<file path="config.mk">
export PLATFORM = sky130hd
export DESIGN_NAME = multicycle_control_unit
export DESIGN_NICKNAME = d
export VERILOG_FILES = /design/src/rtl/multicycle_control_unit.sv
export SDC_FILE = /design/constraint.sdc
export NUM_CORES = 1
export LEC_CHECK = 0
export ABC_CLOCK_PERIOD_IN_PS = 4800
export CORE_MARGIN = 2
export CORE_UTILIZATION = 35
export DETAILED_ROUTE_END_ITERATION = 10
export GPL_ROUTABILITY_DRIVEN = 0
export PLACE_DENSITY = 0.78
export SLEW_MARGIN = 30
export SYNTH_ARGS = -nofsm -noshare
export SYNTH_HDL_FRONTEND = slang
export SYNTH_SLANG_ARGS = --single-unit
</file>
<file path="constraint.sdc">
create_clock -name clk -period 4.8 [get_ports clk]
set_clock_uncertainty 0.15 [all_clocks]
set_input_delay 0.96 -clock clk [delete_from_list [all_inputs] [get_ports clk]]
set_output_delay 0.96 -clock clk [all_outputs]
set_load 0.01 [all_outputs]
</file>
<file path="src/rtl/multicycle_control_unit.sv">
// Decode-stage control unit with a multicycle RV32M MUL sequencer.
// Control outputs are registered; stall comes straight from the FSM state.
module multicycle_control_unit #(
   parameter int MUL_LATENCY = 3,
   parameter bit ENABLE_MUL  = 1'b1
) (
   input  logic       clk,
   input  logic       arst,
   input  logic       instr_valid,
   input  logic [6:0] opcode,
   input  logic [6:0] funct7,
   input  logic       flush,
   output logic [1:0] alu_op,
   output logic       alu_src,
   output logic       mem_2_reg,
   output logic       mem_read,
   output logic       mem_write,
   output logic       branch,
   output logic       jump,
   output logic       reg_write,
   output logic       mul_start,
   output logic       mul_sel,
   output logic       stall,
   output logic       ctrl_valid,
   output logic       illegal
);

   typedef enum logic {IDLE, MUL_BUSY} state_t;

   typedef struct packed {
      logic [1:0] alu_op;
      logic       alu_src;
      logic       mem_2_reg;
      logic       mem_read;
      logic       mem_write;
      logic       branch;
      logic       jump;
      logic       reg_write;
      logic       mul_start;
      logic       mul_sel;
      logic       ctrl_valid;
      logic       illegal;
   } ctrl_t;

   localparam logic [6:0] OP_R     = 7'b0110011;
   localparam logic [6:0] OP_I     = 7'b0010011;
   localparam logic [6:0] OP_LOAD  = 7'b0000011;
   localparam logic [6:0] OP_STORE = 7'b0100011;
   localparam logic [6:0] OP_BEQ   = 7'b1100011;
   localparam logic [6:0] OP_JAL   = 7'b1101111;
   localparam logic [6:0] F7_MUL   = 7'b0000001;
   localparam logic [3:0] CNT_LOAD = 4'(MUL_LATENCY - 1);

   state_t     state, state_n;
   logic [3:0] cnt, cnt_n;
   ctrl_t      ctrl_q, ctrl_n;
   logic       is_mul;

   assign is_mul = ENABLE_MUL && (opcode == OP_R) && (funct7 == F7_MUL);

   always_ff @(posedge clk or posedge arst) begin
      if (arst) begin
         state  <= IDLE;
         cnt    <= '0;
         ctrl_q <= '0;
      end else begin
         state  <= state_n;
         cnt    <= cnt_n;
         ctrl_q <= ctrl_n;
      end
   end

   always_comb begin
      state_n = state;
      cnt_n   = cnt;
      ctrl_n  = '0;
      if (flush) begin
         state_n = IDLE;
         cnt_n   = '0;
      end else begin
         unique case (state)
            IDLE: begin
               if (instr_valid && is_mul) begin
                  state_n          = MUL_BUSY;
                  cnt_n            = CNT_LOAD;
                  ctrl_n.mul_start = 1'b1;
                  ctrl_n.alu_op    = 2'b10;
               end else if (instr_valid) begin
                  ctrl_n.ctrl_valid = 1'b1;
                  unique case (1'b1)
                     (opcode == OP_R): begin
                        ctrl_n.alu_op    = 2'b10;
                        ctrl_n.reg_write = 1'b1;
                     end
                     (opcode == OP_I): begin
                        ctrl_n.alu_src   = 1'b1;
                        ctrl_n.reg_write = 1'b1;
                     end
                     (opcode == OP_LOAD): begin
                        ctrl_n.alu_src   = 1'b1;
                        ctrl_n.mem_2_reg = 1'b1;
                        ctrl_n.mem_read  = 1'b1;
                        ctrl_n.reg_write = 1'b1;
                     end
                     (opcode == OP_STORE): begin
                        ctrl_n.alu_src   = 1'b1;
                        ctrl_n.mem_write = 1'b1;
                     end
                     (opcode == OP_BEQ): begin
                        ctrl_n.branch = 1'b1;
                        ctrl_n.alu_op = 2'b01;
                     end
                     (opcode == OP_JAL): begin
                        ctrl_n.jump   = 1'b1;
                        ctrl_n.alu_op = 2'b10;
                     end
                     default: begin
                        // back-to-back bad opcodes must not stretch the pulse
                        ctrl_n.ctrl_valid = 1'b0;
                        ctrl_n.illegal    = ~ctrl_q.illegal;
                     end
                  endcase
               end
            end
            MUL_BUSY: begin
               if (cnt > 4'd1) begin
                  cnt_n = cnt - 4'd1;
               end else begin
                  state_n           = IDLE;
                  cnt_n             = '0;
                  ctrl_n.alu_op     = 2'b10;
                  ctrl_n.reg_write  = 1'b1;
                  ctrl_n.mul_sel    = 1'b1;
                  ctrl_n.ctrl_valid = 1'b1;
               end
            end
            default: begin
               state_n = IDLE;
               cnt_n   = '0;
            end
         endcase
      end
   end

   assign alu_op     = ctrl_q.alu_op;
   assign alu_src    = ctrl_q.alu_src;
   assign mem_2_reg  = ctrl_q.mem_2_reg;
   assign mem_read   = ctrl_q.mem_read;
   assign mem_write  = ctrl_q.mem_write;
   assign branch     = ctrl_q.branch;
   assign jump       = ctrl_q.jump;
   assign reg_write  = ctrl_q.reg_write;
   assign mul_start  = ctrl_q.mul_start;
   assign mul_sel    = ctrl_q.mul_sel;
   assign ctrl_valid = ctrl_q.ctrl_valid;
   assign illegal    = ctrl_q.illegal;
   assign stall      = (state == MUL_BUSY);

endmodule

</file>
Word level (Yosys, flattened, before mapping)

Cells that the tools add are included.

Register bits: 18
Output and inout bits: 14

$add $sub $neg: 1
$lt $le $gt $ge: 1
Equal/unequal tests: 8
Muxes and demuxes: 32
Bitwise logic cells: 2
Reduce and logical (&&, ||, !) cells: 6

Operators by type and width:

| operator              | number |
|---|---|
| $eq A7 B6 Y1 const B  | 2 |
| $eq A7 B7 Y1 const B  | 2 |
| $mux W2               | 7 |
| $mux W13              | 1 |
| $mux W1               | 12 |
| $mux W4               | 3 |
| $mux W9               | 1 |
| $pmux W2 S2           | 2 |
| $pmux W4 S2           | 1 |
| $eq A7 B1 Y1 const B  | 1 |
| $eq A7 B2 Y1 const B  | 1 |
| $eq A7 B5 Y1 const B  | 1 |
| $mux W7               | 1 |
| $mux W6               | 1 |
| $pmux W1 S2           | 3 |
| $reduce_or A3 Y1      | 2 |
| $reduce_or A6 Y1      | 1 |
| $gt A4 B1 Y1 const B  | 1 |
| $sub A4 B1 Y4 const B | 1 |
| $ne A3 B3 Y1 const B  | 1 |
| $logic_and A1 B1 Y1   | 2 |
| $not A1 Y1            | 2 |
| $reduce_or A2 Y1      | 1 |

Logic depth before layout (Yosys ltp)

Word-level depth: 7
Gate-level depth with buffers: 7
Gate-level depth less buffers: 7

Worst setup path after synthesis

Ideal clock, no wire load.

Path kind: input -> register
Start: input funct7[2]
End: register state, in the netlist stall
Setup time: 0.087 ns
Arrival: 1.754 ns
Required time: 4.563 ns
Slack: 2.810 ns
Stages on the path: 4
Buffers on the path: 0
Cells stage by stage: nor4_4 -> nand4_4 -> nor2b_4 -> a211oi_2

Word-level cells in the longest chain between the ends: 6

RTL lines:

| item                 | line | source |
|---|---|---|
| start, declared      | 11   | `input logic [6:0] funct7,` |
| $eq A7 B1 Y1         | 59   | `assign is_mul = ENABLE_MUL && (opcode == OP_R) && (funct7 == F7_MUL);` |
| $logic_and A1 B1 Y1  | 59   |  |
| $logic_and A1 B1 Y1  | 83   | `if (instr_valid && is_mul) begin` |
| $mux W1              | 83   |  |
| $pmux W1 S2          | 81   | `unique case (state)` |
| $mux W1              | 77   | `if (flush) begin` |
| via state_n          | 54   | `state_t state, state_n;` |
| end signal, assigned | 67   | `state <= state_n;` |
| end, declared        | 54   |  |

The timed path passes the listed nets, and every way through them passes these cells.
A chain may end at the register's enable or synchronous reset.

Worst setup path after layout

Start: register state, in the netlist stall
End: output stall

RTL lines:

| item          | line | source |
|---|---|---|
| end, declared | 23   | `output logic stall,` |

No word-level cell between the ends.

==> results.py <==
metrics = {
    "run_status": {
        "status": "completed",
    },
    "floorplanning": {
        "placementRows": 17,
        "core_area_um2": 2230,
        "die_x_um": 52.9,
        "die_area_um2": 2790,
        "fp.dieH_um": 52.9,
        "start_util_pct": 37.4,
        "io_pins": 32,
    },
    "power": {
        "p_total_w": 0.000257,
        "switching_power_w": 0.0000578,
        "seqPwrFrac_pct": 52.9,
        "power.density_nw_per_um2": 215,
        "p_int_w": 0.000199,
        "combinationalPowerShare_pct": 12.1,
        "switching_share_pct": 22.5,
        "power_frac_clock_pct": 35.0,
        "vdd_ir_drop_max_mv": 0.138,
        "leakage_nw": 0.494,
    },
    "global_route": {
        "grt_pass1_vias": 690,
        "antenna_found_initial": 0,
        "grt_use_total_pct": 15.5,
        "grt_first_pass_wirelength_um": 3040,
        "grt_max_degree": 17,
        "gr-total-overflow": 0,
    },
    "setup_path": {
        "crit_buf_inv": 1,
        "start_kind": "flip-flop",
        "worstSetupEndpointType": "output pin",
        "cp_cell_sequence": "clkdlybuf4s50_1",
        "crit_fanout": 16,
        "critical_path.top_delay_family": "flip-flops",
        "criticalPathCategory": "flip-flop to output pin",
        "crit_slowest_cell": "dfrtp_1",
        "cp.arrival_ps": 1610,
        "required_ps": 3690,
        "slowest_delay_ps": 680,
    },
    "flow_run": {
        "cap_violations": 0,
    },
    "placement": {
        "io_buffers": 31,
        "preCtsSetupSlack_ps": 2220,
        "dp_hpwl_um": 1430,
    },
    "logic_synthesis": {
        "synth_top_area_share_pct": 47.9,
        "synth_cell_types": 35,
        "synth_simple_gate_area_share_pct": 30.5,
        "synth_seq_area_share_pct": 47.9,
        "yosysTopAreaCell": "dfrtp_1",
        "synth_compound_area_share_pct": 13.3,
        "syn-cell-area_um2": 836,
        "muxShareOfSynthArea_pct": 0,
        "yosys.area_share.adder_pct": 2.99,
        "synth_top_family_by_area": "simple AND/OR/NAND/NOR gates",
        "yosys_warnings": 0,
        "ys_ff_latch": 16,
        "synth_xor_area_share_pct": 0,
        "avgSynthCellArea_um2": 11.0,
        "synthesis.nets": 96,
        "synthTopCellsByArea": "dfrtp_1, nand3b_1, ha_1, nand4_4, nor4_4",
        "netlist_instances": 76,
    },
    "clock_network": {
        "cts_resized": 0,
        "cts_made_buffers": 3,
        "htreeDepth": 1,
        "cts-root-buf": "clkbuf_4",
        "path_clk_slew_ps": 90,
        "postCtsHoldBufs": 0,
        "clk_latency_ps": 290,
        "clock-sinks": 16,
        "clock_path_buffers": 2,
        "cts_tree": "done",
        "post_cts_buffers": 0,
    },
    "finish": {
        "n_antenna_cell": 0,
        "largest_reg_flops": 4,
        "drive_gt1_share_pct": 12.1,
        "final_common_cell": "clkdlybuf4s50_1",
        "final_util_pct": 53.4,
        "fin_nets": 128,
        "most-common-layout-cells": "clkdlybuf4s50_1, dfrtp_1, nand3b_1, inv_1",
        "regMostFlops": "cnt",
        "synthToLayoutAreaGrowth_pct": 42.7,
    },
    "drt": {
        "dr_total_vias": 709,
        "vias_per_cell": 5.25,
        "wl_per_cell_um": 13.5,
        "drtIter0Drc": 20,
        "drc_errors": 0,
        "first_pass_iters": 5,
        "postRouteAntennaNets": 0,
        "wl_um": 1820,
    },
    "timing": {
        "tns_ps": 0,
        "fmax_mhz": 367,
        "max_slew.worst_pin.slew_ps": 609,
        "drv_slew": 0,
        "fin_crit_sh_pct": 56.8,
        "timing.hold.ws_ps": 300,
        "fin_crit_ps": 2720,
        "setup_viol": 0,
        "setup_ws_ps": 2080,
        "grt_setup_unrepaired": "no",
        "relSlewSlack_pct": 59.4,
        "hold_violations": 0,
    },
    "hold_path": {
        "min_path_type": "flip-flop to flip-flop",
    },
}
-- final timing paths --
path / depth (start not counted) / slack (ps) / startpoint / to
worst min register to register: 1 / 300 / illegal / illegal
worst min-delay path: 1 / 300 / illegal / illegal
max in group asynchronous: 2 / 3230 / arst / reg_write
min in group asynchronous: 2 / 880 / arst / alu_src
worst max-delay path: 1 / 2080 / stall / stall
worst max register to register: 7 / 2950 / cnt[0] / alu_op[1]
-- logic make-up after synthesis --
| kind of cell | Yosys count |
|---|---|
| simple gates | 33 |
| buf+inv | 9 |
| fa+ha+maj | 2 |
| flops | 16 |
| compound gates | 16 |
-- synth_stat cells --
library cell  instances
nor4_4                1
nor3_1                4
nand2b_1              1
nor4_1                2
buf_2                 1
inv_1                 5
nand3_1               2
nand3b_1              6
nor2_1                3
o21ai_1               2
o21ai_0               1
a31oi_1               2
a21boi_0              1
a211oi_2              1
or2_2                 1
buf_4                 2
a21oi_1               3
nor3b_1               1
nor3b_2               1
nand4b_1              1
ha_1                  2
o211ai_1              1
and4bb_2              1
clkbuf_2              1
nand4_4               1
nor3_4                1
nand2_1               4
o311ai_0              2
nor2b_4               1
and4_1                1
dfrtp_1              16
a211oi_1              1
o21a_1                1
a31o_2                1
and3_1                1
-- through the flow --
step / instance area [um2] / std cells
2_1_floorplan: 836 / 76
3_3_place_gp: 1160 / 131
3_5_place_dp: 1160 / 131
4_1_cts: 1190 / 135
5_1_grt: 1190 / 135
6_report: 1190 / 135
-- power by group through the flow --
stage	Combinational (W)	Sequential, W	Clock (W)
6_report	0.0000311	0.000136	0.0000897
3_3_place_gp	0.0000302	0.000138	0
3_5_place_dp	0.0000314	0.000138	0
2_1_floorplan	0.00000980	0.000139	0
5_1_grt	0.0000339	0.000136	0.0000976
4_1_cts	0.0000316	0.000136	0.0000920
-- metal layers --
metal / up-vias / part of all wire (%) / GRT usage [%] / wire [um]
met4: 0 / 2.9 / 8.97 / 52
met5: - / 0 / 0 / 0
met2: 40 / 48 / 25.6 / 881
met3: 5 / 6.4 / 2.54 / 116
met1: 319 / 42 / 18.8 / 769
li1: 345 / - / - / -
-- area by class of cell --
| cell class | count | area (um2) |
|---|---|---|
| clock buffers | 4 | 36.3 |
| fillers | 211 | 1040 |
| inverters | 5 | 18.8 |
| multi-input cells | 51 | 392 |
| flip-flops and latches | 16 | 400 |
| well taps | 28 | 35.0 |
| repair buffers | 31 | 310 |
Note: power is estimated with default switching activity, not from simulation.
